`config.mk`:
```
export PLATFORM = sky130hd
export DESIGN_NAME = speech_sequencer
export DESIGN_NICKNAME = d
export VERILOG_FILES = /design/src/rtl/speech_sequencer.sv
export SDC_FILE = /design/constraint.sdc
export NUM_CORES = 1
export LEC_CHECK = 0
export BUFFER_PORTS_ARGS = -buffer_cell sky130_fd_sc_hd__buf_4
export CAP_MARGIN = 20
export CORE_MARGIN = 5
export CORE_UTILIZATION = 45
export DETAILED_ROUTE_END_ITERATION = 12
export GPL_ROUTABILITY_DRIVEN = 1
export PLACE_DENSITY = 0.67
export SYNTH_ARGS = -nofsm -noshare
export SYNTH_HDL_FRONTEND = slang
export SYNTH_SLANG_ARGS = --single-unit
export TNS_END_PERCENT = 5
```
`constraint.sdc`:
```
create_clock -name clk -period 2.5 [get_ports clk]
set_input_delay 0.375 -clock clk [delete_from_list [all_inputs] [get_ports clk]]
set_output_delay 0.375 -clock clk [all_outputs]
set_load 0.03 [all_outputs]
```
`src/rtl/speech_sequencer.sv`:
```
// Speech-recognition control sequencer: captures audio bytes into template or
// live memory regions and schedules the comparison engine over trained slots.
module speech_sequencer #(
    parameter int          IDX_W        = 8,
    parameter int          NSLOT        = 4,
    parameter logic [15:0] MATCH_THRESH = 16'd4000
) (
    input  logic             clk,
    input  logic             reset_n,
    input  logic             sample_valid,
    input  logic [7:0]       sample,
    input  logic             train_start,
    input  logic [2:0]       train_slot,
    input  logic             recog_start,
    input  logic             abort,
    output logic             mem_we,
    output logic [2:0]       mem_region,
    output logic [IDX_W-1:0] mem_idx,
    output logic [7:0]       mem_wdata,
    output logic             cmp_start,
    output logic [2:0]       cmp_slot,
    input  logic             cmp_done,
    input  logic [15:0]      cmp_score,
    output logic             busy,
    output logic [NSLOT-1:0] slot_valid,
    output logic             train_done,
    output logic             result_valid,
    output logic [2:0]       result_slot,
    output logic [15:0]      result_score,
    output logic             no_match,
    output logic [2:0]       state_dbg
);

    typedef enum logic [2:0] {
        IDLE      = 3'd0,
        CAPTURE   = 3'd1,
        CMP_ISSUE = 3'd2,
        CMP_WAIT  = 3'd3,
        REPORT    = 3'd4
    } state_e;

    localparam logic [2:0]       NSLOT_L  = 3'(NSLOT);
    localparam logic [IDX_W-1:0] IDX_ONE  = 1;
    localparam logic [IDX_W-1:0] IDX_LAST = '1;

    state_e             state_q, state_d;
    logic [2:0]         region_q, region_d;
    logic               train_q, train_d;
    logic [IDX_W-1:0]   idx_q, idx_d;
    logic [NSLOT-1:0]   sv_q, sv_d;
    logic [2:0]         cand_q, cand_d;
    logic [15:0]        best_score_q, best_score_d;
    logic [2:0]         best_slot_q, best_slot_d;
    logic               we_q, we_d;
    logic [2:0]         mreg_q, mreg_d;
    logic [IDX_W-1:0]   midx_q, midx_d;
    logic [7:0]         wdata_q, wdata_d;
    logic               cstart_q, cstart_d;
    logic               tdone_q, tdone_d;
    logic               rvalid_q, rvalid_d;
    logic [2:0]         rslot_q, rslot_d;
    logic [15:0]        rscore_q, rscore_d;
    logic               nm_q, nm_d;

    logic               low_found, nxt_found;
    logic [2:0]         low_slot, nxt_slot;

    always_comb begin
        low_found = 1'b0;
        low_slot  = 3'd0;
        nxt_found = 1'b0;
        nxt_slot  = 3'd0;
        for (int i = 0; i < NSLOT; i++) begin
            if (!low_found && sv_q[i]) begin
                low_found = 1'b1;
                low_slot  = 3'(i);
            end
            if (!nxt_found && sv_q[i] && 3'(i) > cand_q) begin
                nxt_found = 1'b1;
                nxt_slot  = 3'(i);
            end
        end
    end

    always_comb begin
        state_d      = state_q;
        region_d     = region_q;
        train_d      = train_q;
        idx_d        = idx_q;
        sv_d         = sv_q;
        cand_d       = cand_q;
        best_score_d = best_score_q;
        best_slot_d  = best_slot_q;
        we_d         = 1'b0;
        mreg_d       = mreg_q;
        midx_d       = midx_q;
        wdata_d      = wdata_q;
        cstart_d     = 1'b0;
        tdone_d      = 1'b0;
        rvalid_d     = 1'b0;
        rslot_d      = rslot_q;
        rscore_d     = rscore_q;
        nm_d         = nm_q;
        if (abort) begin
            state_d = IDLE;
            idx_d   = '0;
        end else begin
            unique case (state_q)
                IDLE: begin
                    if (train_start && train_slot < NSLOT_L) begin
                        region_d = train_slot;
                        train_d  = 1'b1;
                        idx_d    = '0;
                        for (int i = 0; i < NSLOT; i++)
                            if (train_slot == 3'(i)) sv_d[i] = 1'b0;
                        state_d  = CAPTURE;
                    end else if (recog_start) begin
                        region_d = NSLOT_L;
                        train_d  = 1'b0;
                        idx_d    = '0;
                        state_d  = CAPTURE;
                    end
                end
                CAPTURE: begin
                    if (sample_valid) begin
                        we_d    = 1'b1;
                        mreg_d  = region_q;
                        midx_d  = idx_q;
                        wdata_d = sample;
                        idx_d   = idx_q + IDX_ONE;
                        if (idx_q == IDX_LAST) begin
                            if (train_q) begin
                                for (int i = 0; i < NSLOT; i++)
                                    if (region_q == 3'(i)) sv_d[i] = 1'b1;
                                tdone_d = 1'b1;
                                state_d = IDLE;
                            end else begin
                                best_score_d = 16'hFFFF;
                                best_slot_d  = 3'd0;
                                cand_d       = low_slot;
                                state_d      = low_found ? CMP_ISSUE : REPORT;
                            end
                        end
                    end
                end
                CMP_ISSUE: begin
                    cstart_d = 1'b1;
                    state_d  = CMP_WAIT;
                end
                CMP_WAIT: begin
                    if (cmp_done) begin
                        if (cmp_score < best_score_q) begin
                            best_score_d = cmp_score;
                            best_slot_d  = cand_q;
                        end
                        // Invalid slots are skipped by jumping straight to the next valid one
                        if (nxt_found) begin
                            cand_d  = nxt_slot;
                            state_d = CMP_ISSUE;
                        end else begin
                            state_d = REPORT;
                        end
                    end
                end
                REPORT: begin
                    rvalid_d = 1'b1;
                    rslot_d  = best_slot_q;
                    rscore_d = best_score_q;
                    nm_d     = best_score_q > MATCH_THRESH;
                    state_d  = IDLE;
                end
                default: state_d = IDLE;
            endcase
        end
    end

    always_ff @(posedge clk or negedge reset_n) begin
        if (!reset_n) begin
            state_q      <= IDLE;
            region_q     <= 3'd0;
            train_q      <= 1'b0;
            idx_q        <= '0;
            sv_q         <= '0;
            cand_q       <= 3'd0;
            best_score_q <= 16'd0;
            best_slot_q  <= 3'd0;
            we_q         <= 1'b0;
            mreg_q       <= 3'd0;
            midx_q       <= '0;
            wdata_q      <= 8'd0;
            cstart_q     <= 1'b0;
            tdone_q      <= 1'b0;
            rvalid_q     <= 1'b0;
            rslot_q      <= 3'd0;
            rscore_q     <= 16'd0;
            nm_q         <= 1'b0;
        end else begin
            state_q      <= state_d;
            region_q     <= region_d;
            train_q      <= train_d;
            idx_q        <= idx_d;
            sv_q         <= sv_d;
            cand_q       <= cand_d;
            best_score_q <= best_score_d;
            best_slot_q  <= best_slot_d;
            we_q         <= we_d;
            mreg_q       <= mreg_d;
            midx_q       <= midx_d;
            wdata_q      <= wdata_d;
            cstart_q     <= cstart_d;
            tdone_q      <= tdone_d;
            rvalid_q     <= rvalid_d;
            rslot_q      <= rslot_d;
            rscore_q     <= rscore_d;
            nm_q         <= nm_d;
        end
    end

    assign mem_we       = we_q;
    assign mem_region   = mreg_q;
    assign mem_idx      = midx_q;
    assign mem_wdata    = wdata_q;
    assign cmp_start    = cstart_q;
    assign cmp_slot     = cand_q;
    assign busy         = state_q != IDLE;
    assign slot_valid   = sv_q;
    assign train_done   = tdone_q;
    assign result_valid = rvalid_q;
    assign result_slot  = rslot_q;
    assign result_score = rscore_q;
    assign no_match     = nm_q;
    assign state_dbg    = state_q;

endmodule

```
==> key figures, run 1 <==
Worst setup path
  • Worst r2r dst: best_score_q[14]$_DFFE_PN0P_
  • Worst EP arrival: 2640 ps
  • Req. time, crit path: 2730 ps
  • CP max stage delay: 450 ps
  • Setup crit start: best_score_q[12]$_DFFE_PN0P_
  • CP max stage cell: or3_4
  • WP buf/inv: 2
  • CP Cell Sequence: inv_1, ha_1, nand4_2, or3_4, o32a_1, buf_4, a211oi_1, a211oi_2
  • Reg-to-reg slack, setup: 80 ps
  • CP top delay family: compound AO/OA/AOI/OAI gates
  • CP Capture Type: flop
  • End of the critical path: best_score_q[14]$_DFFE_PN0P_
  • Critical path depth: 8
  • Startpoint types: flop
  • R2R depth: 8
  • Critical path class: reg2reg
  • CP max FO: 13
  • Critical R2R Launch: best_score_q[12]$_DFFE_PN0P_

Yosys
  • Post-synthesis cell count: 446
  • Synth top area cells: dfrtp_1 (47%), nand2_1 (6.1%), a211oi_2 (5.7%)
  • Compound-Gate Fraction of Synth Area: 19.18%
  • Distinct cells, synth: 55
  • Synth area leader: dfrtp_1
  • Synthesized area: 4358 um2
  • Share of the synthesized area in the top cell type: 46.51%
  • Main combinational cell family by area after synthesis: compound AO/OA/AOI/OAI gates
  • Post-Synth Adder-Cell Area: 4.594%
  • Post-synthesis mux area share: 5.426%
  • Register area share after synthesis: 46.51%
  • Post-synthesis simple-gate area fraction: 17.60%
  • YS warnings: 0
  • Synth Area in XOR/XNOR: 0%
  • Post-synthesis register bit count: 81
  • Mapped Avg Cell Area: 9.771 um2

Clock tree
  • # clock sinks: 81
  • Clk root buf: clkbuf_8
  • Number of buffers created by CTS: 9
  • CTS max path bufs: 2
  • Cts repair resizes: 0
  • Clk_lat worst skew: 350 ps
  • CTS H-tree lvls: 3
  • Post-CTS Hold Fix Bufs: 0
  • Clock transition at path regs: 80 ps
  • CTS tree: done
  • # Post-CTS Setup Buffers: 0

Power
  • Flop pwr share: 38.2%
  • Highest ir drop seen on vdd: 441.0 uV
  • Sw frac: 40.34%
  • Power Density: 964.4 nW/um2
  • Leak: 2.668 nW
  • Switching power: 2.114 mW
  • Clk pwr share: 18.5%
  • Logic pwr share: 43.3%
  • Internal power: 3.127 mW
  • Final Total Pwr: 5.241 mW

Status
  • Status: complete, but fails checks
  • Failing checks: hold timing

Layout
  • Layout area overhead: 24.69%
  • Layout Cells excl Fill: 680
  • Fin util: 56.64%
  • Nets: 592
  • Layout cells sized above 1: 32.54%
  • ANT cells: 0

GRT
  • First-pass GRT wire length: 17850 um
  • Gr usage total: 18.93%
  • Vias in the first global route: 3686
  • Largest net degree at the start of global routing: 43
  • Initial antenna violation count: 0
  • GRT overflow: 0

Route
  • DRC viols: 0
  • Via count: 3588
  • Vias per cell: 5.276
  • WL per Instance: 15.59 um
  • Antenna Nets Post-Route: 0
  • Initial detailed-routing violation count: 227
  • Drt pass-1 iters: 4
  • Total Wirelength: 10600 um

Floorplan
  • Top Ports: 88
  • Initial Util: 45.42%
  • Chip Width: 108.4 um
  • Num rows: 36
  • Die Y: 108.4 um
  • Core area: 9594 um2
  • Die area: 11750 um2

Flow run
  • Max-cap violations: 0

STA
  • Final Cycle Share: 96.70%
  • Worst-Margin Slew: 528.3 ps
  • Worst hold margin: -17.22 ps
  • Setup Viol. Count Final: 0
  • Unrepaired setup endpoints after global routing: yes
  • Relative slew margins: 64.78%
  • Setup ws final: 82.42 ps
  • FMAX: 413.6 MHz
  • Final Critical Period: 2418 ps
  • Setup Skew: 7.313 ps
  • Max Slew Vio Count: 0
  • Final hold vios: 6

Min path
  • Worst Hold Class: in2async

Placed design
  • RD Place Congestion: 0.8681
  • Placed cell count: 664
  • Post-detail-place hpwl: 7795 um
  • IO buf count: 85
  • Post-place setup slack: -47.85 ps
layout make-up:
cell class                      instances  area (um2)
Clock buffer                           11       141.4
Multi-Input combinational cell        305        2064
Fill cell                             857        4160
Sequential cell                        81        2028
Tap cell                              133       166.4
Clock inverter                          5       55.05
Inverter                               36       135.1
Timing Repair Buffer                  109       843.3
cells in the mapped netlist, drive strengths merged:
cell type and count:
dfrtp 81, nand2 71, inv 36, nor2 33
a211oi 32, o21ai 22, mux2 21, a21oi 19
buf 18, ha 16, a31oi 7, clkbuf 7
nor2b 7, nor3 6, and3 5, nand2b 5
nor3b 5, nor4 5, a22o 4, nand3 4
o31ai 4, or3 4, a211o 3, nand4 3
o21a 3, a21o 2, and2 2, and3b 2
nor4b 2, o2111ai 2, o211ai 2, or2 2
a221oi 1, conb 1, nand3b 1, o211a 1
o21ba 1, o221ai 1, o31a 1, o32a 1
o32ai 1, or3b 1, or4 1
sequential cells by signal (all words and copies together), names as in the netlist, 2 cells and up:
| register | flops |
|---|---|
| region_q | 3 |
| mem_idx | 8 |
| mem_region | 3 |
| best_slot_q | 2 |
| best_score_q | 16 |
| state_dbg | 3 |
| mem_wdata | 8 |
| slot_valid | 4 |
| cmp_slot | 2 |
| result_score | 16 |
| result_slot | 2 |
| idx_q | 8 |
routing by layer:
metal	share of wire [%]	up-vias	global-route usage [%]
met2	49	77	31.51
li1	-	1749	-
met5	0	-	0
met4	1.4	0	6.402
met1	44	1749	24.71
met3	5.3	13	3.701
worst min path at each step:
stage                                        end  slack [ps]  depth (start not counted)
floorplan            best_score_q[0]$_DFFE_PN0P_          80                          0
global placement    result_score[13]$_DFFE_PN0P_         390                          1
detailed placement  result_score[13]$_DFFE_PN0P_         390                          1
CTS                 result_score[13]$_DFFE_PN0P_           3                          1
global route        result_score[13]$_DFFE_PN0P_          20                          1
finish              result_score[13]$_DFFE_PN0P_         -20                          1
power by group through the flow:
stage                     Combinational, mW  Sequential (mW)  Clock (mW)
final                                  2.27             2.00       0.969
after global routing                   2.46             2.07        1.05
after CTS                              2.29             2.01       0.996
after detailed placement               2.28             2.03           0
after global placement                 2.23             2.01           0
after floorplan                        1.01             2.44           0
cells in the final DEF (no fill, tap or decap), types with 3 or more instances in the layout:
| cell | Yosys | routed |
|---|---|---|
| buf_4 | 5 | 107 |
| dfrtp_1 | 81 | 80 |
| nand2_1 | 71 | 71 |
| inv_1 | 35 | 35 |
| nor2_1 | 33 | 33 |
| mux2_2 | 21 | 21 |
| o21ai_0 | 20 | 20 |
| a211oi_2 | 20 | 20 |
| a21oi_1 | 19 | 19 |
| ha_1 | 16 | 16 |
| a211oi_1 | 11 | 11 |
| clkbuf_8 | 0 | 10 |
| nor2b_1 | 7 | 7 |
| a31oi_1 | 7 | 7 |
| and3_1 | 5 | 5 |
| nor4_1 | 5 | 5 |
| nor3_1 | 5 | 5 |
| nand3_1 | 4 | 4 |
| nor3b_1 | 5 | 4 |
| nand2b_1 | 4 | 4 |
| o31ai_1 | 4 | 4 |
| a22o_1 | 4 | 4 |
| or3_1 | 3 | 3 |
| o21a_1 | 3 | 3 |
| a211o_1 | 3 | 3 |
per-stage QoR:
| stage | setup TNS, ps | hold WS, ps | instance area (um2) |
|---|---|---|---|
| 2_1_floorplan | 0 | 79.41 | 4362 |
| 3_3_place_gp | -300.4 | 388.5 | 5230 |
| 3_5_place_dp | -312.7 | 390.0 | 5230 |
| 4_1_cts | 0 | 2.527 | 5426 |
| 5_1_grt | -45.06 | 21.37 | 5434 |
| 6_report | 0 | -17.22 | 5434 |
cells by family after synthesis:
family,after synthesis
AO/OA/AOI/OAI,107
AND/OR/NAND/NOR,159
other,1
buffers and inverters,61
multiplexers,21
flip-flops,81
adder cells (fa/ha/maj),16
(Power assumes the default switching activity.)
==> run 2: changes to the inputs <==
--- a/config.mk
+++ b/config.mk
@@ -8,10 +8,10 @@
 export BUFFER_PORTS_ARGS = -buffer_cell sky130_fd_sc_hd__buf_4
 export CAP_MARGIN = 20
 export CORE_MARGIN = 5
-export CORE_UTILIZATION = 45
+export CORE_UTILIZATION = 55
 export DETAILED_ROUTE_END_ITERATION = 12
 export GPL_ROUTABILITY_DRIVEN = 1
-export PLACE_DENSITY = 0.67
+export PLACE_DENSITY = 0.8
 export SYNTH_ARGS = -nofsm -noshare
 export SYNTH_HDL_FRONTEND = slang
 export SYNTH_SLANG_ARGS = --single-unit
==> key figures, run 2 (same netlist as run 1, synthesis figures left out) <==
Route
  • Antenna Nets Post-Route: 0 (unchanged)
  • Via count: 3645 (was 3588)
  • Vias per cell: 5.678 (was 5.276)
  • WL per Instance: 16.34 um (was 15.59 um)
  • Initial detailed-routing violation count: 148 (was 227)
  • Drt pass-1 iters: 4 (unchanged)
  • Total Wirelength: 10490 um (was 10600 um)
  • DRC viols: 0 (unchanged)

GRT
  • Initial antenna violation count: 0 (unchanged)
  • Gr usage total: 22.29% (was 18.93%)
  • First-pass GRT wire length: 18020 um (was 17850 um)
  • GRT overflow: 0 (unchanged)
  • Vias in the first global route: 3746 (was 3686)
  • Largest net degree at the start of global routing: 46 (was 43)

STA
  • Setup ws final: 100.8 ps (was 82.42 ps)
  • Worst hold margin: 7.658 ps (was -17.22 ps)
  • FMAX: 416.8 MHz (was 413.6 MHz)
  • Max Slew Vio Count: 0 (unchanged)
  • Setup Viol. Count Final: 0 (unchanged)
  • Setup Skew: 13.30 ps (was 7.313 ps)
  • Final Critical Period: 2399 ps (was 2418 ps)
  • Setup TNS: 0 ps (unchanged)
  • Final Cycle Share: 95.97% (was 96.70%)
  • Final hold vios: 0 (was 6)
  • Unrepaired setup endpoints after global routing: no (was yes)
  • Relative slew margins: 61.38% (was 64.78%)
  • Worst-Margin Slew: 579.3 ps (was 528.3 ps)

Worst setup path
  • CP top delay family: compound AO/OA/AOI/OAI gates (unchanged)
  • Critical path class: reg2reg (unchanged)
  • CP max stage cell: or3_4 (unchanged)
  • CP Capture Type: flop (unchanged)
  • Req. time, crit path: 2720 ps (was 2730 ps)
  • Reg-to-reg slack, setup: 100 ps (was 80 ps)
  • CP Cell Sequence: inv_1, ha_1, nand4_2, or3_4, o32a_1, buf_4, a211oi_2, nor3_1 (was inv_1, ha_1, nand4_2, or3_4, o32a_1, buf_4, a211oi_1, a211oi_2)
  • CP max stage delay: 440 ps (was 450 ps)
  • CP max FO: 8 (was 13)
  • Startpoint types: flop (unchanged)
  • WP buf/inv: 2 (unchanged)
  • Worst EP arrival: 2620 ps (was 2640 ps)

Power
  • Power Density: 972.8 nW/um2 (was 964.4 nW/um2)
  • Leak: 2.636 nW (was 2.668 nW)
  • Highest ir drop seen on vdd: 447.8 uV (was 441.0 uV)
  • Final Total Pwr: 5.184 mW (was 5.241 mW)

Layout
  • Post-route cell area: 5329 um2 (was 5434 um2)
  • Commonest non-fill, non-tap cell in the layout: buf_4 (unchanged)
  • Most frequent cells in the layout: buf_4 (100), dfrtp_1 (81), nand2_1 (71), inv_1 (35), nor2_1 (33) (was buf_4 (107), dfrtp_1 (80), nand2_1 (71), inv_1 (35), nor2_1 (33))
  • Nets: 585 (was 592)
  • ANT cells: 0 (unchanged)
  • Layout area overhead: 22.28% (was 24.69%)
  • Fin util: 68.96% (was 56.64%)
  • Layout Cells excl Fill: 642 (was 680)
  • Layout cells sized above 1: 31.48% (was 32.54%)

Status
  • Status: finished clean (was complete, but fails checks)

Clock tree
  • Number of buffers created by CTS: 9 (unchanged)
  • Clk_lat worst skew: 350 ps (about the same)
  • CTS tree: done (unchanged)
  • CTS max path bufs: 2 (unchanged)
  • Clock transition at path regs: 80 ps (about the same)
  • CTS H-tree lvls: 3 (unchanged)
  • # clock sinks: 81 (unchanged)
  • Clk root buf: clkbuf_8 (unchanged)

Placed design
  • Post-place setup slack: 21.71 ps (was -47.85 ps)
  • Placed cell count: 625 (was 664)
  • IO buf count: 85 (unchanged)
  • RD Place Congestion: 0.8744 (was 0.8681)
  • Post-detail-place hpwl: 7611 um (was 7795 um)
  • Area after DPL: 5131 um2 (was 5230 um2)

Floorplan
  • Initial Util: 56.40% (was 45.42%)
  • Die area: 9804 um2 (was 11750 um2)
  • Chip Width: 99.02 um (was 108.4 um)
  • Core area: 7727 um2 (was 9594 um2)
  • Num rows: 32 (was 36)
  • Die Y: 99.02 um (was 108.4 um)
  • Top Ports: 88 (unchanged)

Min path
  • Worst Hold Class: in2async (unchanged)

Flow run
  • Max-cap violations: 0 (unchanged)
==> run 2: final cells by class <==
cell class | instances | area (um2)
fill | 598 | 2399
multi-input combinational | 305 | 2063
sequential | 81 | 2027
timing repair buffer | 102 | 790.8
inverter | 36 | 135.1
clock buffer | 11 | 131.4
tap | 102 | 127.6
clock inverter | 5 | 53.80
==> run 2: repair_timing <==
| item | in CTS | in global routing |
|---|---|---|
| hold buffers | 0 | 0 |
| setup buffers | 0 | 1 |
| gates resized for setup | 0 | 1 |
| endpoints found under the setup margin | 0 | 7 |
==> run 2: power breakdown <==
group,internal (mW),switching [mW]
clock,0.461,0.470
sequential,1.67,0.358
combinational,0.941,1.28
total,3.07,2.11
==> run 2: worst paths after layout <==
kind,from,end,depth (start not counted)
worst max-delay path,best_score_q[14]$_DFFE_PN0P_,best_score_q[11]$_DFFE_PN0P_,8
min in group clk,sample[1],mem_wdata[1]$_DFFE_PN0P_,3
max in group asynchronous,reset_n,mem_idx[0]$_DFFE_PN0P_,2
worst min register to register,mem_wdata[2]$_DFFE_PN0P_,mem_wdata[2]$_DFFE_PN0P_,2
worst min-delay path,reset_n,no_match$_DFFE_PN0P_,1
worst max register to register,best_score_q[14]$_DFFE_PN0P_,best_score_q[11]$_DFFE_PN0P_,8
==> run 2: worst reg2reg max path, delay by kind of cell, from the launching register on <==
family / cells / cell delay [ps]
AOI/OAI and AO/OA: 2 / 670
adders and majority gates: 1 / 310
and+or+nand+nor: 3 / 660
DFF: 1 / 360
buffers and inverters: 2 / 270
==> run 2: per-layer routing <==
layer  vias to the layer above  part of all wire (%)  GRT usage [%]  wire [um]
met5                         -                     0              0          0
li1                       1736                     -              -          -
met4                         0                   1.2          6.092        125
met1                      1780                    42          28.77       4438
met2                       116                    50          36.88       5264
met3                        13                   6.3          6.228        660
==> run 3: changes to the inputs <==
--- a/config.mk
+++ b/config.mk
@@ -9,9 +9,11 @@
 export CAP_MARGIN = 20
 export CORE_MARGIN = 5
 export CORE_UTILIZATION = 55
+export CTS_CLUSTER_SIZE = 10
 export DETAILED_ROUTE_END_ITERATION = 12
 export GPL_ROUTABILITY_DRIVEN = 1
 export PLACE_DENSITY = 0.8
+export REMOVE_ABC_BUFFERS = 1
 export SYNTH_ARGS = -nofsm -noshare
 export SYNTH_HDL_FRONTEND = slang
 export SYNTH_SLANG_ARGS = --single-unit
==> key figures, run 3 (same netlist as run 1, synthesis figures left out) <==
Clock tree
  • # clock sinks: 81 (unchanged)
  • Clk root buf: clkbuf_8 (unchanged)
  • CTS max path bufs: 2 (unchanged)
  • Clk_lat worst skew: 360 ps (was 350 ps)
  • Clock transition at path regs: 90 ps (was 80 ps)
  • CTS H-tree lvls: 3 (unchanged)
  • Number of buffers created by CTS: 9 (unchanged)
  • CTS tree: done (unchanged)

Min path
  • Worst Hold Class: in2reg (was in2async)
  • Hold path depth: 3

Layout
  • Most frequent cells in the layout: buf_4 (105), dfrtp_1 (81), nand2_1 (71), inv_1 (35), nor2_1 (33) (was buf_4 (100), dfrtp_1 (81), nand2_1 (71), inv_1 (35), nor2_1 (33))
  • Layout area overhead: 23.14% (was 22.28%)
  • Layout cells sized above 1: 32.29% (was 31.48%)
  • ANT cells: 0 (unchanged)
  • Layout Cells excl Fill: 647 (was 642)
  • Commonest non-fill, non-tap cell in the layout: buf_4 (unchanged)
  • Nets: 590 (was 585)
  • Post-route cell area: 5366 um2 (was 5329 um2)
  • Filler Cell Count: 618 (was 598)

Placed design
  • Area after DPL: 5129 um2 (was 5131 um2)
  • IO buf count: 85 (unchanged)
  • Post-place setup slack: 38.52 ps (was 21.71 ps)
  • Placed cell count: 628 (was 625)
  • RD Place Congestion: 0.9110 (was 0.8744)
  • Post-detail-place hpwl: 7499 um (was 7611 um)

STA
  • Setup TNS: 0 ps (unchanged)
  • Relative slew margins: 66.10% (was 61.38%)
  • Final Critical Period: 2363 ps (was 2399 ps)
  • Final Cycle Share: 94.52% (was 95.97%)
  • Unrepaired setup endpoints after global routing: no (unchanged)
  • Setup Viol. Count Final: 0 (unchanged)
  • Worst-Margin Slew: 508.5 ps (was 579.3 ps)
  • Final hold vios: 0 (unchanged)
  • Max Slew Vio Count: 0 (unchanged)
  • FMAX: 423.2 MHz (was 416.8 MHz)
  • Worst hold margin: 195.2 ps (was 7.658 ps)
  • Setup ws final: 136.9 ps (was 100.8 ps)
  • Setup Skew: 8.800 ps (was 13.30 ps)

Floorplan
  • Initial Util: 56.40% (unchanged)
  • Die Y: 99.02 um (unchanged)
  • Core area: 7727 um2 (unchanged)
  • Top Ports: 88 (unchanged)
  • Num rows: 32 (unchanged)
  • Chip Width: 99.02 um (unchanged)
  • Die area: 9804 um2 (unchanged)

Worst setup path
  • Startpoint types: flop (unchanged)
  • CP Capture Type: flop (unchanged)
  • Worst EP arrival: 2600 ps (was 2620 ps)
  • Critical path class: reg2reg (unchanged)
  • CP max FO: 9 (was 8)
  • Req. time, crit path: 2740 ps (was 2720 ps)
  • R2R depth: 8 (unchanged)

Route
  • Total Wirelength: 10370 um (was 10490 um)
  • WL per Instance: 16.03 um (was 16.34 um)
  • Initial detailed-routing violation count: 114 (was 148)
  • Antenna Nets Post-Route: 0 (unchanged)
  • Drt pass-1 iters: 4 (unchanged)
  • Vias per cell: 5.674 (was 5.678)
  • Via count: 3671 (was 3645)
  • DRC viols: 0 (unchanged)

GRT
  • Gr usage total: 21.62% (was 22.29%)
  • Largest net degree at the start of global routing: 82 (was 46)
  • Vias in the first global route: 3654 (was 3746)
  • Initial antenna violation count: 0 (unchanged)
  • First-pass GRT wire length: 17350 um (was 18020 um)
  • GRT overflow: 0 (unchanged)

Power
  • Highest ir drop seen on vdd: 493.3 uV (was 447.8 uV)
  • Power Density: 967.0 nW/um2 (was 972.8 nW/um2)
  • Leak: 2.661 nW (was 2.636 nW)

Status
  • Status: finished clean (unchanged)

Flow run
  • Max-cap violations: 0 (unchanged)
run 3: cell types whose count changed in the layout (fill, tap and decap cells not counted):
cell / delta
buf_16: +1
dlygate4sd3_1: +1
clkbuf_8: +1
inv_6: +1
clkinvlp_4: +1
clkbuf_1: -2
buf_4: +5
clkinv_2: -2
bufinv_16: -1
buf_12: -2
inv_8: +1
clkinv_4: +1
run 3: where the power goes:
group	switching (mW)	leakage, nW	total, mW	internal (mW)
clock	0.523	0.0952	0.925	0.402
sequential	0.362	1.07	2.03	1.67
combinational	1.29	1.49	2.23	0.945
total	2.17	2.66	5.19	3.02
run 3: what timing repair did:
| action | CTS | global route |
|---|---|---|
| hold buffers | 0 | 1 |
| setup endpoints to repair | 0 | 13 |
| setup buffers | 0 | 1 |
| endpoints found under the hold margin | 0 | 29 |
| resized for setup | 0 | 1 |
run 3: critical path: stages (launching register included):
cell	delay (ps)
dfrtp_1	370
inv_1	50
ha_1	300
nand4_2	160
or3_4	440
o32a_1	380
buf_4	180
a211oi_1	280
a211oi_2	70
run 3: area by class of cell:
type / instances / area (um2) / area share, %
sequential: 81 / 2027 / 37.77
clock buffer: 10 / 137.6 / 2.565
clock inverter: 6 / 50.05 / 0.9326
multi-input combinational: 305 / 2063 / 38.45
timing repair buffer: 107 / 825.8 / 15.39
inverter: 36 / 135.1 / 2.518
tap: 102 / 127.6 / 2.378
run 3: final timing paths:
path | startpoint | to | slack [ps]
max | best_score_q[14]$_DFFE_PN0P_ | best_score_q[9]$_DFFE_PN0P_ | 140
min in group asynchronous | reset_n | result_score[2]$_DFFE_PN0P_ | 490
max reg2reg | best_score_q[14]$_DFFE_PN0P_ | best_score_q[9]$_DFFE_PN0P_ | 140
min | sample[6] | mem_wdata[6]$_DFFE_PN0P_ | 200
min reg2reg | mem_idx[2]$_DFFE_PN0P_ | mem_idx[2]$_DFFE_PN0P_ | 480
max in group asynchronous | reset_n | mem_region[0]$_DFFE_PN0P_ | 1420
run 3: per-stage QoR:
| step | power, mW | utilization, % |
|---|---|---|
| 5_1_grt | 5.511 | 69.45 |
| 3_3_place_gp | 4.174 | 66.37 |
| 3_5_place_dp | 4.282 | 66.37 |
| 6_report | 5.189 | 69.45 |
| 2_1_floorplan | 3.419 | - |
| 4_1_cts | 5.199 | 68.80 |
run 3: routing by layer:
metal / track usage, % / share of wire [%] / up-vias
li1: - / - / 1743
met1: 27.78 / 43 / 1816
met2: 35.95 / 50 / 104
met3: 5.874 / 5.9 / 8
met4: 6.092 / 0.84 / 0
met5: 0 / 0 / -
